**config.mk**
```make
export PLATFORM = sky130hd
export DESIGN_NAME = sc_dmem_port_flat
export DESIGN_NICKNAME = d
export VERILOG_FILES = /design/src/rtl/sc_mem_pkg.sv /design/src/rtl/sc_dmem_port_if.sv /design/src/rtl/sc_dmem_lane.sv /design/src/rtl/sc_dmem_port.sv /design/src/flat_wrapper.sv
export SDC_FILE = /design/constraint.sdc
export NUM_CORES = 2
export LEC_CHECK = 0
export CAP_MARGIN = 20
export CELL_PAD_IN_SITES_DETAIL_PLACEMENT = 0
export CELL_PAD_IN_SITES_GLOBAL_PLACEMENT = 1
export CORE_MARGIN = 1.5
export CORE_UTILIZATION = 40
export DETAILED_ROUTE_END_ITERATION = 12
export GPL_ROUTABILITY_DRIVEN = 0
export PLACE_DENSITY = 0.58
export SLEW_MARGIN = 20
export SYNTH_ARGS = -nofsm -noshare
export SYNTH_HDL_FRONTEND = slang
export SYNTH_HIERARCHICAL = 1
export SYNTH_SLANG_ARGS = --single-unit
export TNS_END_PERCENT = 50
```
**constraint.sdc**
```tcl
create_clock -name clk -period 13.6 [get_ports clk]
set_input_delay 2.72 -clock clk [delete_from_list [all_inputs] [get_ports clk]]
set_output_delay 2.72 -clock clk [all_outputs]
set_load 0.02 [all_outputs]
```
**src/rtl/sc_mem_pkg.sv**
```systemverilog
// Shared definitions for the data-memory port: access size codes, FSM state
// type, byte-lane enable width and the small decode helpers built on them.
package sc_mem_pkg;

  localparam int BE_W = 4;

  typedef enum logic [1:0] {
    SZ_BYTE = 2'b00,
    SZ_HALF = 2'b01,
    SZ_WORD = 2'b10,
    SZ_RSVD = 2'b11
  } size_t;

  typedef enum logic [1:0] {
    IDLE,
    WAIT,
    DONE
  } state_t;

  // A request is misaligned when its low address bits do not fit its size;
  // the reserved size code is always rejected.
  function automatic logic misaligned(logic [1:0] size, logic [1:0] lo);
    case (size)
      SZ_BYTE: return 1'b0;
      SZ_HALF: return lo[0];
      SZ_WORD: return lo != 2'b00;
      default: return 1'b1;
    endcase
  endfunction

  // Little-endian byte-lane enables for a store of the given size.
  function automatic logic [BE_W-1:0] byte_en(logic [1:0] size, logic [1:0] lo);
    case (size)
      SZ_BYTE: return 4'b0001 << lo;
      SZ_HALF: return lo[1] ? 4'b1100 : 4'b0011;
      SZ_WORD: return 4'b1111;
      default: return 4'b0000;
    endcase
  endfunction

endpackage

```
**src/rtl/sc_dmem_port_if.sv**
```systemverilog
// CPU-side bus of the data-memory port. The CPU drives the request fields
// (master); the memory port returns the load result and status (slave).
interface sc_dmem_port_if;

  logic        req;
  logic        we;
  logic [1:0]  size;
  logic        sign_ext;
  logic [31:0] addr;
  logic [31:0] wdata;
  logic [31:0] rdata;
  logic        ack;
  logic        busy;
  logic        addr_err;

  modport master (
    output req, we, size, sign_ext, addr, wdata,
    input  rdata, ack, busy, addr_err
  );

  modport slave (
    input  req, we, size, sign_ext, addr, wdata,
    output rdata, ack, busy, addr_err
  );

endinterface

```
**src/rtl/sc_dmem_lane.sv**
```systemverilog
// Load-side lane steering: selects the addressed byte or half of a memory
// word, right-aligns it and sign- or zero-extends it. Word loads pass through.
module sc_dmem_lane
  import sc_mem_pkg::*;
(
  input  logic [1:0]  addr_lo,
  input  logic [1:0]  size,
  input  logic        sign_ext,
  input  logic [31:0] word,
  output logic [31:0] rdata_next
);

  logic [7:0]  lane_b;
  logic [15:0] lane_h;

  // pick the addressed lane and widen it to a full word
  always_comb begin
    lane_b = word[{addr_lo, 3'b000} +: 8];
    lane_h = addr_lo[1] ? word[31:16] : word[15:0];
    case (size)
      SZ_BYTE: rdata_next = {{24{sign_ext & lane_b[7]}}, lane_b};
      SZ_HALF: rdata_next = {{16{sign_ext & lane_h[15]}}, lane_h};
      default: rdata_next = word;
    endcase
  end

endmodule

```
**src/rtl/sc_dmem_port.sv**
```systemverilog
// Single-port data memory with a fixed wait-state count. Requests are taken
// only in IDLE; legal accesses spend LATENCY cycles in WAIT, illegal ones go
// straight to DONE with addr_err. Stores and loads both complete on the
// WAIT->DONE edge, so an access aborted by reset leaves no trace.
module sc_dmem_port
  import sc_mem_pkg::*;
#(
  parameter int DEPTH_WORDS = 64,
  parameter int LATENCY     = 2
) (
  input logic           clk,
  input logic           rst_n,
  sc_dmem_port_if.slave bus
);

  localparam int IDX_W = (DEPTH_WORDS > 1) ? $clog2(DEPTH_WORDS) : 1;

  state_t            state;
  logic [3:0]        cnt;
  logic              cap_we;
  logic              cap_sext;
  logic [1:0]        cap_size;
  logic [1:0]        cap_lo;
  logic [IDX_W-1:0]  cap_idx;
  logic [31:0]       cap_wdata;

  logic [31:0]       mem [DEPTH_WORDS];

  logic              illegal;
  logic              commit;
  logic [BE_W-1:0]   be;
  logic [31:0]       wdata_lanes;
  logic [31:0]       rdata_next;

  logic [31:0]       rdata_q;
  logic              ack_q;
  logic              busy_q;
  logic              err_q;

  assign illegal = misaligned(bus.size, bus.addr[1:0]) ||
                   ({2'b00, bus.addr[31:2]} >= 32'(DEPTH_WORDS));
  assign commit  = (state == WAIT) && (cnt == 4'd0);
  assign be      = byte_en(cap_size, cap_lo);

  // replicate the low store bits across every lane so the enables pick them
  always_comb begin
    case (cap_size)
      SZ_BYTE: wdata_lanes = {4{cap_wdata[7:0]}};
      SZ_HALF: wdata_lanes = {2{cap_wdata[15:0]}};
      default: wdata_lanes = cap_wdata;
    endcase
  end

  sc_dmem_lane u_lane (
    .addr_lo    (cap_lo),
    .size       (cap_size),
    .sign_ext   (cap_sext),
    .word       (mem[cap_idx]),
    .rdata_next (rdata_next)
  );

  // control FSM: capture on accept, count down the wait, pulse ack, latch load data
  always_ff @(posedge clk or negedge rst_n) begin
    if (!rst_n) begin
      state     <= IDLE;
      cnt       <= 4'd0;
      ack_q     <= 1'b0;
      busy_q    <= 1'b0;
      err_q     <= 1'b0;
      rdata_q   <= 32'd0;
      cap_we    <= 1'b0;
      cap_sext  <= 1'b0;
      cap_size  <= 2'b00;
      cap_lo    <= 2'b00;
      cap_idx   <= '0;
      cap_wdata <= 32'd0;
    end else begin
      case (state)
        IDLE: begin
          ack_q <= 1'b0;
          err_q <= 1'b0;
          if (bus.req) begin
            cap_we    <= bus.we;
            cap_sext  <= bus.sign_ext;
            cap_size  <= bus.size;
            cap_lo    <= bus.addr[1:0];
            cap_idx   <= bus.addr[IDX_W+1:2];
            cap_wdata <= bus.wdata;
            busy_q    <= 1'b1;
            if (illegal) begin
              state <= DONE;
              ack_q <= 1'b1;
              err_q <= 1'b1;
            end else begin
              state <= WAIT;
              cnt   <= 4'(LATENCY - 1);
            end
          end
        end
        WAIT: begin
          if (cnt == 4'd0) begin
            state <= DONE;
            ack_q <= 1'b1;
            err_q <= 1'b0;
            if (!cap_we) begin
              rdata_q <= rdata_next;
            end
          end else begin
            cnt <= cnt - 4'd1;
          end
        end
        DONE: begin
          state  <= IDLE;
          ack_q  <= 1'b0;
          err_q  <= 1'b0;
          busy_q <= 1'b0;
        end
        default: begin
          state  <= IDLE;
          ack_q  <= 1'b0;
          err_q  <= 1'b0;
          busy_q <= 1'b0;
        end
      endcase
    end
  end

  // store commit: merge the enabled byte lanes on the WAIT->DONE edge
  always_ff @(posedge clk) begin
    if (commit && cap_we) begin
      for (int i = 0; i < BE_W; i++) begin
        if (be[i]) begin
          mem[cap_idx][8*i +: 8] <= wdata_lanes[8*i +: 8];
        end
      end
    end
  end

  assign bus.rdata    = rdata_q;
  assign bus.ack      = ack_q;
  assign bus.busy     = busy_q;
  assign bus.addr_err = err_q;

endmodule

```
**src/flat_wrapper.sv**
```systemverilog
// flat-port wrapper written by rule: the top's interface ports become plain ports
module sc_dmem_port_flat import sc_mem_pkg::*;
#(
  parameter int DEPTH_WORDS = 64,
  parameter int LATENCY     = 2
)
  (clk, rst_n, bus_req, bus_we, bus_size, bus_sign_ext, bus_addr, bus_wdata, bus_rdata, bus_ack, bus_busy, bus_addr_err);
  sc_dmem_port_if bus_i ();
  input logic clk;
  input logic rst_n;
  input wire logic [$bits(bus_i.req)-1:0] bus_req;
  input wire logic [$bits(bus_i.we)-1:0] bus_we;
  input wire logic [$bits(bus_i.size)-1:0] bus_size;
  input wire logic [$bits(bus_i.sign_ext)-1:0] bus_sign_ext;
  input wire logic [$bits(bus_i.addr)-1:0] bus_addr;
  input wire logic [$bits(bus_i.wdata)-1:0] bus_wdata;
  output wire logic [$bits(bus_i.rdata)-1:0] bus_rdata;
  output wire logic [$bits(bus_i.ack)-1:0] bus_ack;
  output wire logic [$bits(bus_i.busy)-1:0] bus_busy;
  output wire logic [$bits(bus_i.addr_err)-1:0] bus_addr_err;
  assign bus_i.req = bus_req;
  assign bus_i.we = bus_we;
  assign bus_i.size = bus_size;
  assign bus_i.sign_ext = bus_sign_ext;
  assign bus_i.addr = bus_addr;
  assign bus_i.wdata = bus_wdata;
  assign bus_rdata = bus_i.rdata;
  assign bus_ack = bus_i.ack;
  assign bus_busy = bus_i.busy;
  assign bus_addr_err = bus_i.addr_err;
  sc_dmem_port #(.DEPTH_WORDS(DEPTH_WORDS), .LATENCY(LATENCY)) u_core (.clk(clk), .rst_n(rst_n), .bus(bus_i));
endmodule
```
Yosys cells after proc, flatten, opt, wreduce, memory -nomap -nowiden
Memory sizes are Yosys's and may differ from the RTL's.
Index checks and enable logic that the tools add are counted.
{"block": "op_classes", "add_sub_neg": 1, "order_cmp": 1, "eq_ne": 9, "shift": 2, "mux": 34, "bitwise": 4, "n_reduce_logical": 14}
{"op": "32-bit case mux with 2 select lines", "n": 2}
{"op": "32-bit by 6-bit indexed part select with 8-bit output", "n": 1}
{"op": "30-bit by 7-bit greater-or-equal comparator with 1-bit output, second input constant", "n": 1}
{"op": "1-bit two-way mux", "n": 17}
{"op": "16-bit two-way mux", "n": 1}
{"op": "4-bit two-way mux", "n": 4}
{"op": "4-bit case mux with 3 select lines", "n": 1}
{"op": "2-bit != test, second input constant", "n": 4}
{"op": "4-bit case mux with 2 select lines", "n": 1}
{"op": "2-bit by 1-bit equality test with 1-bit output, second input constant", "n": 3}
{"op": "2-bit zero test", "n": 3}
{"op": "2-bit two-way mux", "n": 3}
{"op": "1-bit case mux with 2 select lines", "n": 3}
{"op": "2-bit AND reduction", "n": 3}
{"op": "2-bit equality test, second input constant", "n": 2}
{"op": "4-bit zero test", "n": 1}
{"op": "2-bit case mux with 2 select lines", "n": 1}
{"op": "4-bit AND reduction", "n": 1}
{"op": "2-bit nonzero test", "n": 2}
{"op": "1-bit by 2-bit left shift with 4-bit output, first input constant", "n": 1}
{"op": "4-bit by 1-bit subtractor with 4-bit output, second input constant", "n": 1}
{"op": "1-bit case mux with 3 select lines", "n": 1}
{"op": "3-bit AND reduction", "n": 1}
{"op": "1-bit AND", "n": 2}
{"op": "other kinds (3)", "n": 5}
{"block": "totals", "regBits": 85, "ramBits": 2048, "input_bits": 71, "output_inout_bits": 35, "wordCells": 78, "n_memories": 1}
{"name": "u_core.mem", "words": 64, "width": 32, "read_ports": 1, "rd_ports_with_merged_regs": 0, "wr": 1, "line": "sc_dmem_port.sv:27", "text": "logic [31:0] mem [DEPTH_WORDS];"}

Logic depth before layout (Yosys ltp)
{"block": "logic_depth", "depth_word": 6, "mapped_depth": 17, "depth_no_buf": 11}

Modules after synthesis
The synthesis kept the hierarchy.
{"mod": "sc_dmem_port", "instances": 1, "cells_each": 4741, "area_each_um2": 83097.2}
{"mod": "sc_dmem_lane", "instances": 1, "cells_each": 123, "area_each_um2": 705.7}

Worst setup path before layout
OpenSTA, ideal clock, no wires.
{"block": "synth_path", "path_type": "reg2reg", "start": "reg u_core.cap_wdata[0]", "end": "mem u_core.mem[0][24] (data pin)", "arrival_ns": 3.783, "setup_slack_ns": 9.114, "path_stages_with_launch": 3, "synth_period_minus_slack_ns": 4.486, "cell_sequence": "dfrtp_1 > mux2i_1 > o21ai_0"}
{"block": "synth_between", "elab_chain_cells": 1}
{"element": "start: declaration", "line": "sc_dmem_port.sv:25", "text": "logic [31:0] cap_wdata;"}
{"element": "start signal: assignment", "line": "sc_dmem_port.sv:88", "text": "cap_wdata <= bus.wdata;"}
{"element": "32-bit case mux with 2 select lines", "line": "sc_dmem_port.sv:47", "text": "case (cap_size)"}
{"element": "net u_core.wdata_lanes[24]", "line": "sc_dmem_port.sv:32", "text": "logic [31:0] wdata_lanes;"}
{"element": "end: declaration", "line": "sc_dmem_port.sv:27"}
The timed path passes the listed nets, and every way through them passes these cells.

Final worst setup path
{"block": "layout_path", "start": "reg u_core.cap_idx[2]", "end": "reg u_core.rdata_q[9] (netlist: u_core/bus.rdata[9])"}
{"block": "layout_between", "elab_chain_cells": 4}
{"element": "start: declaration", "line": "sc_dmem_port.sv:24", "text": "logic [IDX_W-1:0] cap_idx;"}
{"element": "start signal: assignment", "line": "sc_dmem_port.sv:87", "text": "cap_idx <= bus.addr[IDX_W+1:2];"}
{"element": "memory read 64 x 32 bit (*)"}
{"element": "32-bit by 6-bit indexed part select with 8-bit output", "line": "sc_dmem_lane.sv:18", "text": "lane_b = word[{addr_lo, 3'b000} +: 8];"}
{"element": "1-bit AND", "line": "sc_dmem_lane.sv:21", "text": "SZ_BYTE: rdata_next = {{24{sign_ext & lane_b[7]}}, lane_b};"}
{"element": "32-bit case mux with 2 select lines (*)", "line": "sc_dmem_lane.sv:20", "text": "case (size)"}
{"element": "net u_core.rdata_next[9]", "line": "sc_dmem_port.sv:33", "text": "logic [31:0] rdata_next;"}
{"element": "end signal: assignment", "line": "sc_dmem_port.sv:106", "text": "rdata_q <= rdata_next;"}
{"element": "end: declaration", "line": "sc_dmem_port.sv:35", "text": "logic [31:0] rdata_q;"}
Mark *: on every way through the listed nets, which the timed path passes. The rest lies on a longest branch.
A chain may end at the register's enable or synchronous reset.

==> impl_metrics.toml <==
[yosys]
synth_compound_area_share_pct = 7.71
yosys-top-cells-area = "edfxtp_1 (73%), mux4_2 (4.6%), mux2i_1 (3.2%)"
synth-simple-area-share_pct = 4.38
synthXorXnorAreaFrac_pct = 0
syn_inst = 4864
synth_top_area_share_pct = 73.4
synth_top_family_by_area = "multiplexers"
synth_edf_count = 2048
synth_area_um2 = 83800
syn_nets = 4937
yosysSeqAreaShare_pct = 75.9
ys_ff_latch = 2133
ys.flop_type = "edfxtp_1"
yosysTopAreaCell = "edfxtp_1"
synth_mux_area_share_pct = 9.90
yosysUniqueCellTypes = 73
async_flop_share_pct = 3.98
synthAdderAreaFrac_pct = 0.0299
synth_warnings = 6
synth_area_per_cell_um2 = 17.2

[clock_tree]
hold_buffers = 0
root_buffer = "clkbuf_16"
htree_levels = 4
cts.sinks = 2133
post_cts_resized = 0
clkLatencyLatePin_ns = 0.88
cts_tree = "done"
cts_setup_buffers = 0
cts_max_path_buffers = 3
clkTransAtPathRegs_ns = 0.06
cts_made_buffers = 218

[timing]
report.final.slew_viol_count = 0
worst_slack_ns = 7.72
period_needed_ns = 5.88
finalHoldViolations = 0
whs_ns = 0.473
final.setup.tns_ns = 0
setup_viol = 0
worst_pin_slew_ns = 1.23
period_share_pct = 43.2
max_freq_mhz = 170
rsz0062_at_grt = "false"
skew_ns = 0.0340
slew_headroom_pct = 17.1

[layout]
drive_above_1_share_pct = 17.2
layout_commonest_cell = "edfxtp_1"
multiInputGateArea_um2 = 18800
layout_common_cells = "edfxtp_1 (2,048), nand2_1 (354), nor2_1 (327)"
num-fill-cells = 18000
seq_area_um2 = 63700
final_nets = 5098
areaGrowthSynthToFinish_pct = 13.8

[critical_path]
cp.required_ns = 14.41
path_max_fanout = 99
cp.arrival_ns = 6.69
startpoint_type = "flip-flop"
ff2ff_path_depth = 14
cp-end-kind = "flip-flop"
criticalPathCategory = "reg -> reg"

[floorplan]
die_w_um = 461
num_rows = 167
initial_core_util_pct = 40.3
core-area_um2 = 208000
die-area_um2 = 212000
die_height_um = 461
pin_count = 106

[pwr]
finalPower_uw = 15600
vdd_ir_drop_max_mv = 0.143
power.leakage_uw = 0.0304
powerDensity_nw_per_um2 = 164

[route]
drt_pass1_iterations = 7
wl_mm = 303
drc = 0
drt-initial-drc-count = 6744
antenna_left = 0
vias_per_cell = 6.20
num_vias = 49600
wire_per_inst_um = 37.9

[flow_run]
maxCapViolCount = 0

[global_route]
grt_usage_pct = 28.3
grt-ovfl-total = 0
grt_max_degree = 107
grt_pass1_vias = 48000
grt_antenna_before_repair = 23
grt_pass1_wl_mm = 412

[placed_design]
port_buffers = 105
dpl_worst_slack_ns = 7.93
detailed_place_hpwl_mm = 183

[worst_hold_path]
hold_depth = 2
hp-class = "reg -> reg"

[status]
outcome = "completed"
-- worst paths after layout --
kind | start | endpoint | slack [ns]
hold / removal | u_core/cap_wdata[17]$_DFFE_PN0P_ | u_core/cap_wdata[17]$_DFFE_PN0P_ | 0.47
min in group asynchronous | rst_n | u_core/cap_wdata[3]$_DFFE_PN0P_ | 1.85
max in group asynchronous | rst_n | u_core/cap_idx[0]$_DFFE_PN0P_ | 10.48
setup reg to reg | u_core/cap_idx[2]$_DFFE_PN0P_ | u_core/bus.rdata[9]$_DFFE_PN0P_ | 7.72
setup / recovery | u_core/cap_idx[2]$_DFFE_PN0P_ | u_core/bus.rdata[9]$_DFFE_PN0P_ | 7.72
hold reg to reg | u_core/cap_wdata[17]$_DFFE_PN0P_ | u_core/cap_wdata[17]$_DFFE_PN0P_ | 0.47
-- worst max-delay path: stages (launching register included) --
cell and delay [ns]:
dfrtp_4 0.86, buf_12 0.53, buf_4 0.64, and2_2 0.75, buf_4 0.66, a221oi_1 0.20
nor2_1 0.12, o21ai_0 0.09, o21ai_0 0.16, or4_1 0.38, mux2i_1 0.17, mux2_2 0.32
nor3_4 0.33, a221o_2 0.18, mux2_2 0.13
-- stage by stage --
stage	util (%)	cell area, um2	cells
floorplan	-	83800	4864
global placement	42.5	88200	7584
detailed placement	42.5	88300	7589
CTS	45.9	95300	7987
global route	45.9	95300	7991
finish	45.9	95300	7999
-- area by class of cell --
| cell class | instances | area share, % |
|---|---|---|
| antenna | 8 | 0.0210 |
| tap | 2788 | 3.66 |
| inverter | 9 | 0.0459 |
| clock buffer | 272 | 6.07 |
| multi-input combinational | 2391 | 19.7 |
| sequential | 2133 | 66.8 |
| timing repair buffer | 272 | 2.52 |
| clock inverter | 126 | 1.20 |
-- report_power, final --
part	switching (uW)	total (uW)	internal, uW
clock	2560	5880	3330
combinational	1610	2170	562
sequential	46.9	7550	7500
total	4210	15600	11400
-- cells in the mapped netlist (26+ instances only) --
cell      count
mux2i_1     268
a221o_1      28
edfxtp_1   2048
nor2_1      358
clkbuf_1    136
a221oi_1    148
mux4_2      171
a22o_1       26
buf_4        36
a31oi_1      37
buf_2       114
nand3_1      40
mux2_2      153
a22oi_1     183
dfrtp_1      85
o22ai_1     112
nand2_1     355
a21oi_1     135
o21ai_0     136
-- registers in the layout (all words and copies together) (netlist names) --
signal,count
u_core/mem,2048
u_core/cap_lo,2
u_core/bus.addr_err,1
u_core/cnt,4
u_core/bus.ack,1
u_core/cap_wdata,32
u_core/cap_we,1
u_core/state,2
u_core/bus.rdata,32
u_core/cap_idx,6
u_core/cap_size,2
u_core/bus.busy,1
u_core/cap_sext,1
-- kinds of logic after synthesis --
group,Yosys count
adders and majority gates,2
AOI/OAI and AO/OA,921
and+or+nand+nor,873
buffers and inverters,340
DFF,2133
muxes,595
-- layer usage --
layer / global-route usage [%] / vias to the layer above / wire (um)
li1: - / 19900 / -
met1: 38.2 / 26500 / 121000
met2: 43.4 / 2671 / 139000
met3: 6.33 / 621 / 27400
met4: 13.8 / 6 / 15700
met5: 0 / - / 38
Note: power is estimated with default switching activity, not from simulation.
